===== src/rtl/lfsr_keystream_gen_pkg.sv =====
// Shared types and the Galois step used by the keystream generator.
// galois_step works on a fixed maximum width; callers zero-extend and truncate.
package lfsr_pkg;

    localparam int LFSR_MAX_W = 64;

    typedef enum logic {
        ST_FILL = 1'b0,
        ST_HOLD = 1'b1
    } ks_state_e;

    typedef struct packed {
        logic [LFSR_MAX_W-1:0] next;
        logic                  out_bit;
    } step_t;

    // One Galois step: the bit shifted out selects whether the taps are folded in.
    function automatic step_t galois_step(input logic [LFSR_MAX_W-1:0] state,
                                          input logic [LFSR_MAX_W-1:0] taps);
        step_t r;
        r.out_bit = state[0];
        r.next    = state[0] ? ((state >> 1) ^ taps) : (state >> 1);
        return r;
    endfunction

endpackage


===== src/rtl/lfsr_keystream_gen_if.sv =====
// Valid/ready keystream word channel between the generator and the cipher stage.
interface lfsr_keystream_gen_if #(
    parameter int KW = 8
);
    logic          ks_valid;
    logic          ks_ready;
    logic [KW-1:0] ks_data;

    modport master (output ks_valid, output ks_data, input ks_ready);
    modport slave  (input ks_valid, input ks_data, output ks_ready);
endinterface


===== src/rtl/lfsr_keystream_gen.sv =====
// Galois-LFSR keystream generator: packs KW serial bits per word and hands
// them out over valid/ready, with runtime seed/tap loading and lock-up guard.
module lfsr_keystream_gen
    import lfsr_pkg::*;
#(
    parameter int               WIDTH        = 32,
    parameter int               KW           = 8,
    parameter logic [WIDTH-1:0] DEFAULT_SEED = WIDTH'(1),
    parameter logic [WIDTH-1:0] DEFAULT_TAPS = WIDTH'(32'hA300_0000)
) (
    input  logic                        clk,
    input  logic                        rst_n,
    input  logic                        seed_load,
    input  logic [WIDTH-1:0]            seed_i,
    input  logic [WIDTH-1:0]            taps_i,
    input  logic                        en,
    lfsr_keystream_gen_if.master        ks,
    output logic [WIDTH-1:0]            state_o,
    output logic                        busy,
    output logic                        lockup
);

    localparam int               CNT_W    = (KW > 1) ? $clog2(KW) : 1;
    localparam logic [CNT_W-1:0] CNT_LAST = CNT_W'(KW - 1);
    // Forcing the MSB tap means a nonzero register can never step to zero.
    localparam logic [WIDTH-1:0] MSB_MASK = {1'b1, {(WIDTH-1){1'b0}}};

    ks_state_e        state_q,    state_d;
    logic [WIDTH-1:0] lfsr_q,     lfsr_d;
    logic [WIDTH-1:0] taps_q,     taps_d;
    logic [CNT_W-1:0] cnt_q,      cnt_d;
    logic [KW-1:0]    coll_q,     coll_d;
    logic             ks_valid_q, ks_valid_d;
    logic [KW-1:0]    ks_data_q,  ks_data_d;
    logic             lockup_q,   lockup_d;
    step_t            step;

    // NOTE: every variable gets its hold value first so no path through the
    // case statement can leave it unassigned and infer a latch.
    always_comb begin
        state_d    = state_q;
        lfsr_d     = lfsr_q;
        taps_d     = taps_q;
        cnt_d      = cnt_q;
        coll_d     = coll_q;
        ks_valid_d = ks_valid_q;
        ks_data_d  = ks_data_q;
        lockup_d   = lockup_q;
        step       = galois_step(LFSR_MAX_W'(lfsr_q), LFSR_MAX_W'(taps_q));

        if (seed_load) begin
            // A load wins over everything, including a word leaving this cycle.
            lfsr_d     = (seed_i == '0) ? DEFAULT_SEED : seed_i;
            taps_d     = taps_i | MSB_MASK;
            lockup_d   = (seed_i == '0);
            cnt_d      = '0;
            ks_valid_d = 1'b0;
            state_d    = ST_FILL;
        end else begin
            case (state_q)
                ST_FILL: begin
                    if (en) begin
                        lfsr_d        = step.next[WIDTH-1:0];
                        coll_d[cnt_q] = step.out_bit;
                        if (cnt_q == CNT_LAST) begin
                            ks_data_d  = coll_d;
                            ks_valid_d = 1'b1;
                            cnt_d      = '0;
                            state_d    = ST_HOLD;
                        end else begin
                            cnt_d = cnt_q + CNT_W'(1);
                        end
                    end
                end
                ST_HOLD: begin
                    if (ks.ks_ready) begin
                        ks_valid_d = 1'b0;
                        state_d    = ST_FILL;
                    end
                end
                default: state_d = ST_FILL;
            endcase
        end
    end

    // NOTE: sequential state uses non-blocking assignments so every flop
    // samples the pre-edge values regardless of statement order.
    always_ff @(posedge clk) begin
        if (!rst_n) begin
            state_q    <= ST_FILL;
            lfsr_q     <= DEFAULT_SEED;
            taps_q     <= DEFAULT_TAPS | MSB_MASK;
            cnt_q      <= '0;
            coll_q     <= '0;
            ks_valid_q <= 1'b0;
            ks_data_q  <= '0;
            lockup_q   <= 1'b0;
        end else begin
            state_q    <= state_d;
            lfsr_q     <= lfsr_d;
            taps_q     <= taps_d;
            cnt_q      <= cnt_d;
            coll_q     <= coll_d;
            ks_valid_q <= ks_valid_d;
            ks_data_q  <= ks_data_d;
            lockup_q   <= lockup_d;
        end
    end

    // Bits above WIDTH are always zero after the zero-extended step.
    if (WIDTH < LFSR_MAX_W) begin : g_unused
        logic unused_step_hi;
        assign unused_step_hi = |step.next[LFSR_MAX_W-1:WIDTH];
    end

    assign ks.ks_valid = ks_valid_q;
    assign ks.ks_data  = ks_data_q;
    assign state_o     = lfsr_q;
    assign busy        = (state_q == ST_FILL);
    assign lockup      = lockup_q;

endmodule


===== src/flat_wrapper.sv =====
// flat-port wrapper written by rule: the top's interface ports become plain ports
module lfsr_keystream_gen_flat import lfsr_pkg::*;
#(
    parameter int               WIDTH        = 32,
    parameter int               KW           = 8,
    parameter logic [WIDTH-1:0] DEFAULT_SEED = WIDTH'(1),
    parameter logic [WIDTH-1:0] DEFAULT_TAPS = WIDTH'(32'hA300_0000)
)
  (clk, rst_n, seed_load, seed_i, taps_i, en, state_o, busy, lockup, ks_ks_valid, ks_ks_data, ks_ks_ready);
  lfsr_keystream_gen_if #(.KW(KW)) ks_i ();
  input  logic clk;
  input  logic rst_n;
  input  logic seed_load;
  input  logic [WIDTH-1:0] seed_i;
  input  logic [WIDTH-1:0] taps_i;
  input  logic en;
  output logic [WIDTH-1:0] state_o;
  output logic busy;
  output logic lockup;
  output wire logic [$bits(ks_i.ks_valid)-1:0] ks_ks_valid;
  output wire logic [$bits(ks_i.ks_data)-1:0] ks_ks_data;
  input wire logic [$bits(ks_i.ks_ready)-1:0] ks_ks_ready;
  assign ks_ks_valid = ks_i.ks_valid;
  assign ks_ks_data = ks_i.ks_data;
  assign ks_i.ks_ready = ks_ks_ready;
  lfsr_keystream_gen #(.WIDTH(WIDTH), .KW(KW), .DEFAULT_SEED(DEFAULT_SEED), .DEFAULT_TAPS(DEFAULT_TAPS)) u_core (.clk(clk), .rst_n(rst_n), .seed_load(seed_load), .seed_i(seed_i), .taps_i(taps_i), .en(en), .ks(ks_i), .state_o(state_o), .busy(busy), .lockup(lockup));
endmodule

===== config.mk =====
export PLATFORM = sky130hd
export DESIGN_NAME = lfsr_keystream_gen_flat
export DESIGN_NICKNAME = d
export VERILOG_FILES = /design/src/rtl/lfsr_keystream_gen_pkg.sv /design/src/rtl/lfsr_keystream_gen_if.sv /design/src/rtl/lfsr_keystream_gen.sv /design/src/flat_wrapper.sv
export SDC_FILE = /design/constraint.sdc
export NUM_CORES = 1
export LEC_CHECK = 0
export CORE_MARGIN = 1.5
export CORE_UTILIZATION = 25
export DETAILED_ROUTE_END_ITERATION = 8
export SLEW_MARGIN = 20
export SYNTH_ARGS = -nofsm -noshare
export SYNTH_HDL_FRONTEND = slang
export SYNTH_SLANG_ARGS = --single-unit

===== constraint.sdc =====
create_clock -name clk -period 2.3 [get_ports clk]
set_input_delay 0.46 -clock clk [delete_from_list [all_inputs] [get_ports clk]]
set_output_delay 0.46 -clock clk [all_outputs]
set_load 0.03 [all_outputs]

==> results_dict.tcl, run 1 <==
set metrics [dict create \
    status "finished clean" \
    fillers 1566 \
    synthCells 437 \
    die_y_um 128 \
    via_per_inst 4.57 \
    r2r_cells 5 \
    cts_tree "yes" \
    hp-start "u_core.ks.ks_valid$_SDFFE_PP0P_" \
    io_pins 112 \
    routedWlPerCell_um 14.6 \
    core_area_um2 15300 \
    reg2reg_slack_ns 0.34 \
    setup_viol 0 \
    maxCapViolCount 0 \
    first_pass_iters 4 \
    whs_path_depth 2 \
    antennaDiodeCount 0 \
    final_cells 753 \
    layout_commonest_cell "clkdlybuf4s50_1" \
    drtAntennaViolNets 0 \
    cp-start-kind "flop" \
    clkSlewWorstSetupHoldPaths_ns 0.06 \
    final_cell_area_um2 5590 \
    grt_pass1_vias 3425 \
    gp_congestion 0.763 \
    drt-total-wl_um 11000 \
    layout_common_cells "clkdlybuf4s50_1, dfxtp_1, mux2i_1" \
    endpoint_kind "flop" \
    async_flop_share 0 \
    syn_nets 508 \
    slew_headroom 0.650 \
    grt_max_degree 47 \
    finalCritPeriodShare 0.852 \
    drt_iter0_markers 195 \
    globalRouteOverflowTotal 0 \
    dp_cells 737 \
    syn_area_um2 3940 \
    dp_hpwl_um 7830 \
    min_to "u_core.ks.ks_valid$_SDFFE_PP0P_" \
    worstSetupPathType "reg -> reg" \
    dieArea_um2 16500 \
    rsz0062_at_grt "false" \
    postCtsSetupBuffers 0 \
    grt_pass1_wl_um 17500 \
    synth-seq-cells 85 \
    power.density_nw_per_um2 710 \
    nets 608 \
    worstPathMaxFanout 16 \
    yosys_warnings 0 \
    finalSetupTns_ns 0 \
    drive_above_1_share 0.0683 \
    skew_ns 0.00682 \
    worstPathArrival_ns 2.21 \
    ir_drop_mv 0.425 \
    clockBufferDepth 2 \
    timing.final.ws_setup_ns 0.341 \
    drc 0 \
    track_usage 0.137 \
    r2r-start "u_core.cnt_q[0]$_SDFFE_PP0P_" \
    crit_required_ns 2.55 \
    synthDistinctLibCells 33 \
    dpl-instance-area_um2 5250 \
    hp-class "reg -> reg" \
    layout_min_cycle_time_ns 1.96 \
    avgSynthCellArea_um2 9.01 \
    p_leak_nw 2.19 \
    post_cts_resized 0 \
    r2r-end "u_core.ks.ks_data[6]$_SDFFE_PN0P_" \
    cts-root-buf "clkbuf_16" \
    area_growth_pct 42.1 \
    synth_enable_flop_cells 0 \
    p_total_w 0.00397 \
    postCtsHoldBufs 0 \
    final-max-slew-violation-count 0 \
    yosysSeqAreaShare 0.432 \
    clkLatencyLatePin_ns 0.34 \
    pre_cts_ws_ns 0.243 \
    io_buffers 110 \
    max_clock_freq_ghz 0.510 \
    vias 3439 \
    htree_levels 3 \
    die_w_um 128 \
    cts.sinks 85 \
    start_util 0.257 \
    antenna_found_initial 0 \
    row_count 45 \
    worst_slew_pin_slew_ns 0.524 \
    numCtsBuffers 9 \
    hold_violations 0 \
    synthFlopType "dfxtp_1" \
]
## metrics by stage
step	hold WS (ns)	utilization
CTS	0.464	0.365
detailed placement	0.457	0.342
finish	0.460	0.365
global route	0.503	0.365
floorplan	0.441	-
global placement	0.455	0.342
## report_power, final
group | total (W) | internal (W) | switching, W
Sequential | 0.00162 | 0.00155 | 0.0000675
Combinational | 0.000652 | 0.000330 | 0.000322
Clock | 0.00170 | 0.00109 | 0.000605
## sequential cells by signal (all words and copies together), names as in the netlist
signal / cells
u_core.state_q: 1
u_core.ks.ks_valid: 1
u_core.cnt_q: 3
u_core.lockup: 1
u_core.ks.ks_data: 8
u_core.state_o: 32
u_core.coll_q: 8
u_core.taps_q: 31
## cell families after synthesis
logic type / synth area share
buf+inv: 0.0486
xor+xnor: 0.0668
compound gates: 0.0807
fa+ha+maj: 0.00636
flops: 0.432
mux: 0.188
simple gates: 0.177
## cells in the mapped netlist (2+ instances only)
cell type / count / area share
a211oi_1: 10 / 0.019
a211oi_2: 2 / 0.0064
a21oi_1: 7 / 0.0089
buf_1: 3 / 0.0029
buf_2: 15 / 0.019
buf_4: 2 / 0.0038
buf_6: 3 / 0.0086
clkbuf_1: 12 / 0.011
dfxtp_1: 85 / 0.43
ha_1: 2 / 0.0064
inv_1: 2 / 0.0019
mux2i_1: 74 / 0.19
nand2_1: 47 / 0.045
nand2b_1: 3 / 0.0048
nand3_1: 35 / 0.045
nand3b_1: 2 / 0.0038
nand4_1: 2 / 0.0032
nor2_1: 48 / 0.046
nor2b_1: 2 / 0.0032
nor3_1: 4 / 0.0051
nor4_1: 7 / 0.011
o21ai_0: 30 / 0.038
xnor2_1: 30 / 0.067
## metal layers
metal / track usage / up-vias / part of all wire
li1: - / 1702 / -
met1: 0.169 / 1621 / 0.47
met2: 0.225 / 103 / 0.46
met3: 0.0478 / 13 / 0.058
met4: 0.0430 / 0 / 0.018
met5: 0 / - / 0
## how the worst max path moves through the flow
stage                                               from                                 to  slack, ns  cells after the start
after floorplan           u_core.state_o[0]$_SDFFE_PN1P_  u_core.ks.ks_data[0]$_SDFFE_PN0P_       0.84                      5
after global placement                                en  u_core.ks.ks_data[7]$_SDFFE_PN0P_       0.31                      5
after detailed placement                              en  u_core.ks.ks_data[6]$_SDFFE_PN0P_       0.24                      5
after CTS                      u_core.state_q$_SDFF_PP0_                               busy       0.33                      2
after global routing        u_core.cnt_q[0]$_SDFFE_PP0P_  u_core.ks.ks_data[6]$_SDFFE_PN0P_       0.13                      5
final                       u_core.cnt_q[0]$_SDFFE_PP0P_  u_core.ks.ks_data[6]$_SDFFE_PN0P_       0.34                      5
## critical path, cell delays in order (launching register included)
cell      delay [ns]
dfxtp_1         0.65
ha_1            0.24
ha_1            0.19
and2_1          0.45
nor2_1          0.09
a211oi_1        0.23
## layout make-up
type	instances	area, µm²	share of cell area
multi-input cells	314	2050	0.367
inverters	3	11.3	0.00201
well taps	211	264	0.0472
clock inverters	6	109	0.0195
repair buffers	124	1220	0.217
flip-flops and latches	85	1700	0.304
clock buffers	10	239	0.0427
Power figures use the tool's default switching activity.
==> inputs of run 2 (changes only) <==
==> constraint.sdc (replaced) <==
create_clock -name clk -period 2.3 [get_ports clk]
set_input_delay 0.345 -clock clk [delete_from_list [all_inputs] [get_ports clk]]
set_output_delay 0.345 -clock clk [all_outputs]
set_load 0.03 [all_outputs]
==> results_dict.tcl, run 2 (synthesis results as in run 1) <==
set metrics [dict create \
    status "finished clean" \
    cts_tree "yes" \
    hold_violations 0 \
    die_w_um 128 \
    largest_register_ffs 32 \
    endpoint_kind "flop" \
    worstSetupPathType "reg -> reg" \
    grt_pass1_vias 3342 \
    final_cells 754 \
    start_util 0.257 \
    r2r-end "u_core.ks.ks_data[2]$_SDFFE_PN0P_" \
    antenna_found_initial 0 \
    clkLatencyLatePin_ns 0.34 \
    slew_headroom 0.640 \
    first_pass_iters 4 \
    whs_path_depth 3 \
    r2r-start "u_core.cnt_q[0]$_SDFFE_PP0P_" \
    skew_ns 0.00502 \
    post_cts_resized 0 \
    reg2reg_slack_ns 0.36 \
    postCtsHoldBufs 0 \
    r2r_cells 5 \
    track_usage 0.131 \
    power.density_nw_per_um2 656 \
    core_area_um2 15300 \
    row_count 45 \
    die_y_um 128 \
    via_per_inst 4.51 \
    numCtsBuffers 9 \
    clkSlewWorstSetupHoldPaths_ns 0.07 \
    max_clock_freq_ghz 0.515 \
    gp_congestion 0.770 \
    crit_required_ns 2.52 \
    antennaDiodeCount 0 \
    io_pins 112 \
    worst_slew_pin_slew_ns 0.540 \
    cp-start-kind "flop" \
    grt_max_degree 30 \
    routedWlPerCell_um 14.1 \
    crit_chain "ha_1 > ha_1 > and2_1 > buf_4 > a211oi_1" \
    hp-class "in -> reg" \
    crit_path_top_delay_cell "dfxtp_1" \
    layout_commonest_cell "clkdlybuf4s50_1" \
    nets 609 \
    postCtsSetupBuffers 0 \
    dieArea_um2 16500 \
    drt_iter0_markers 111 \
    finalSetupTns_ns 0 \
    finalCritPeriodShare 0.844 \
    hp-start "seed_load" \
    min_to "u_core.state_o[14]$_SDFFE_PN0P_" \
    dp_hpwl_um 7910 \
    setup_viol 0 \
    dp_cells 738 \
    drc 0 \
    globalRouteOverflowTotal 0 \
    area_growth_pct 40.5 \
    drive_above_1_share 0.0700 \
    drt-total-wl_um 10700 \
    layout_min_cycle_time_ns 1.94 \
    clockBufferDepth 2 \
    worstPathArrival_ns 2.16 \
    cpMostUsedCell "ha_1" \
    vias 3400 \
    rsz0062_at_grt "false" \
    io_buffers 110 \
    maxCapViolCount 0 \
    htree_levels 3 \
    p_leak_nw 2.16 \
    p_total_w 0.00363 \
    grt_pass1_wl_um 16800 \
    ir_drop_mv 0.388 \
    worstPathMaxFanout 16 \
    cts-root-buf "clkbuf_16" \
    cts.sinks 85 \
    drtAntennaViolNets 0 \
    critPathMaxStageDelay_ns 0.65 \
    final-max-slew-violation-count 0 \
    crit_start "u_core.cnt_q[0]$_SDFFE_PP0P_" \
    layout_common_cells "clkdlybuf4s50_1, dfxtp_1, mux2i_1" \
]
## run 2: cell types whose count changed in the layout (fill, tap and decap cells not counted)
cell        change
clkinv_4        +2
bufinv_16       -3
buf_4           +1
clkinvlp_4      +2
clkbuf_8        -1
## run 2: worst max-delay path by stage
stage                     cells past startpoint                                 to  slack (ns)
after floorplan                               5  u_core.ks.ks_data[0]$_SDFFE_PN0P_        0.84
after global placement                        5  u_core.ks.ks_data[7]$_SDFFE_PN0P_        0.40
after detailed placement                      5  u_core.ks.ks_data[2]$_SDFFE_PN0P_        0.31
after CTS                                     5  u_core.ks.ks_data[2]$_SDFFE_PN0P_        0.34
after global routing                          5  u_core.ks.ks_data[5]$_SDFFE_PN0P_        0.09
final                                         5  u_core.ks.ks_data[2]$_SDFFE_PN0P_        0.36
## run 2: final cells by class
type | instances | area, µm²
clock buffers | 9 | 225
clock inverters | 7 | 51.3
fillers | 1582 | 9790
inverters | 3 | 11.3
multi-input cells | 314 | 2050
flip-flops and latches | 85 | 1700
well taps | 211 | 264
repair buffers | 125 | 1220
## run 2: report_power, final
group	total, W	internal (W)	switching [W]
clock network	0.00136	0.000735	0.000621
logic	0.000651	0.000332	0.000319
registers	0.00162	0.00155	0.0000665
## run 2: worst max-delay path: cells and delay by family (launching register included)
family | cells | cell delay [ns]
AO/OA/AOI/OAI | 1 | 0.06
AND/OR/NAND/NOR | 1 | 0.48
flip-flops | 1 | 0.65
buffers and inverters | 1 | 0.21
adder cells (fa/ha/maj) | 2 | 0.42
## run 2: per-stage QoR
step / setup slack, ns / instance area (µm²) / hold slack [ns] / utilization
finish: 0.360 / 5530 / 0.446 / 0.361
CTS: 0.336 / 5530 / 0.433 / 0.361
floorplan: 0.841 / 3940 / 0.441 / -
global route: 0.0926 / 5530 / 0.443 / 0.361
global placement: 0.396 / 5250 / 0.455 / 0.343
detailed placement: 0.312 / 5250 / 0.465 / 0.343
## run 2: routing by layer
layer  up-vias  part of all wire  GRT usage
met1      1585              0.46      0.159
met3        14             0.060     0.0432
met2       107              0.46      0.217
met5         -                 0          0
li1       1694                 -          -
met4         0             0.018     0.0476
==> inputs of run 3 (changes only) <==
clock period = 1.7 ns   (was 2.3 ns; I/O delays follow)
==> results_dict.tcl, run 3 (synthesis results as in run 1) <==
set metrics [dict create \
    status "finished clean" \
    nets 615 \
    track_usage 0.137 \
    cts.sinks 85 \
    die_w_um 128 \
    drc 0 \
    drtAntennaViolNets 0 \
    worstPathArrival_ns 1.39 \
    final-max-slew-violation-count 0 \
    setup_viol 0 \
    final_cells 760 \
    htree_levels 3 \
    p_leak_nw 2.56 \
    layout_min_cycle_time_ns 1.65 \
    p_total_w 0.00499 \
    gp_congestion 0.779 \
    hp-class "in -> reg" \
    io_buffers 110 \
    critPathMaxStageDelay_ns 0.70 \
    start_util 0.257 \
    grt_pass1_wl_um 17200 \
    worstPathMaxFanout 2 \
    dieArea_um2 16500 \
    first_pass_iters 6 \
    globalRouteOverflowTotal 0 \
    numCtsBuffers 9 \
    crit_start "u_core.lockup$_SDFFE_PN0P_" \
    endpoint_kind "output port" \
    dp_hpwl_um 8010 \
    cts-root-buf "clkbuf_16" \
    area_growth_pct 44.0 \
    postCtsSetupBuffers 0 \
    core_area_um2 15300 \
    antennaDiodeCount 0 \
    r2r-start "u_core.cnt_q[2]$_SDFFE_PP0P_" \
    crit_chain "clkdlybuf4s50_1" \
    routedWlPerCell_um 14.4 \
    worstSetupPathType "reg -> out" \
    postCtsHoldBufs 0 \
    grt_pass1_vias 3375 \
    cp-start-kind "flop" \
    dpl-instance-area_um2 5350 \
    drt-total-wl_um 10900 \
    worst_slew_pin_slew_ns 0.379 \
    io_pins 112 \
    slew_headroom 0.748 \
    ir_drop_mv 0.433 \
    worstSetupEndpoint "lockup" \
    skew_ns 0.0109 \
    layout_common_cells "dfxtp_1, clkdlybuf4s50_1, mux2i_1" \
    layout_commonest_cell "dfxtp_1" \
    crit_path_top_delay_cell "clkdlybuf4s50_1" \
    rsz0062_at_grt "false" \
    clkLatencyLatePin_ns 0.35 \
    vias 3437 \
    path_buf_inv 1 \
    via_per_inst 4.52 \
    finalCritPeriodShare 0.968 \
    drive_above_1_share 0.0801 \
    drt_iter0_markers 141 \
    cp.depth 1 \
    row_count 45 \
    dp_cells 744 \
    r2r-end "u_core.ks.ks_data[3]$_SDFFE_PN0P_" \
    power.density_nw_per_um2 880 \
    hold_violations 0 \
    max_clock_freq_ghz 0.608 \
    largest_register_ffs 32 \
    crit_required_ns 1.44 \
    maxCapViolCount 0 \
    antenna_found_initial 1 \
    r2r_cells 5 \
    clockBufferDepth 2 \
    cts_tree "yes" \
    final_cell_area_um2 5670 \
    die_y_um 128 \
    reg2reg_slack_ns 0.22 \
    path_delay_family "buffers and inverters" \
    grt_max_degree 29 \
    clkSlewWorstSetupHoldPaths_ns 0.07 \
]
run 3: changes by cell type in the layout (fill, tap and decap cells not counted), sizes merged:
cell | before | now
clkinvlp | 2 | 1
clkbuf | 9 | 11
dlymetal6s2s | 0 | 20
clkinv | 4 | 3
clkdlybuf4s50 | 109 | 76
buf | 16 | 23
dlygate4sd2 | 0 | 12
run 3: power breakdown:
group | switching [W] | internal, W | leakage (nW) | total (W)
clock | 0.000858 | 0.00105 | 0.138 | 0.00191
combinational | 0.000438 | 0.000449 | 1.72 | 0.000887
sequential | 0.0000896 | 0.00210 | 0.699 | 0.00219
total | 0.00139 | 0.00360 | 2.56 | 0.00499
run 3: final cells by class:
cell class	instances	area, µm²
Clock buffer	11	243
Clock inverter	5	45.0
Fill cell	1562	9650
Inverter	3	11.3
Multi-Input combinational cell	314	2050
Sequential cell	85	1700
Tap cell	211	264
Timing Repair Buffer	131	1350
run 3: metal layers:
metal / global-route usage / wire length (µm) / up-vias
li1: - / - / 1714
met2: 0.227 / 5150 / 106
met1: 0.165 / 4940 / 1603
met5: 0 / 0 / -
met3: 0.0532 / 725 / 14
met4: 0.0397 / 116 / 0
run 3: stage by stage:
step	util	setup WS (ns)	hold slack, ns	setup TNS (ns)
after floorplan	-	0.241	0.383	0
after global placement	0.349	-0.0134	0.454	-0.0134
after detailed placement	0.349	-0.0103	0.462	-0.0103
after CTS	0.367	0.000830	0.230	0
after global routing	0.370	0.00244	0.251	0
final	0.370	0.0548	0.235	0
run 3: what timing repair did:
action | 4_1_cts | 5_1_grt
endpoints found under the setup margin | 12 | 20
gates cloned | 0 | 0
resized for setup | 12 | 20
run 3: worst min path at each step:
stage / from / end / slack, ns / cells past startpoint
after floorplan: taps_i[24] / u_core.taps_q[24]$_SDFFE_PN1P_ / 0.38 / 2
after global placement: u_core.taps_q[25]$_SDFFE_PN1P_ / u_core.taps_q[25]$_SDFFE_PN1P_ / 0.45 / 2
after detailed placement: u_core.ks.ks_valid$_SDFFE_PP0P_ / u_core.ks.ks_valid$_SDFFE_PP0P_ / 0.46 / 2
after CTS: seed_load / u_core.state_o[0]$_SDFFE_PN1P_ / 0.23 / 2
after global routing: seed_load / u_core.state_o[0]$_SDFFE_PN1P_ / 0.25 / 2
final: seed_load / u_core.state_o[0]$_SDFFE_PN1P_ / 0.23 / 2
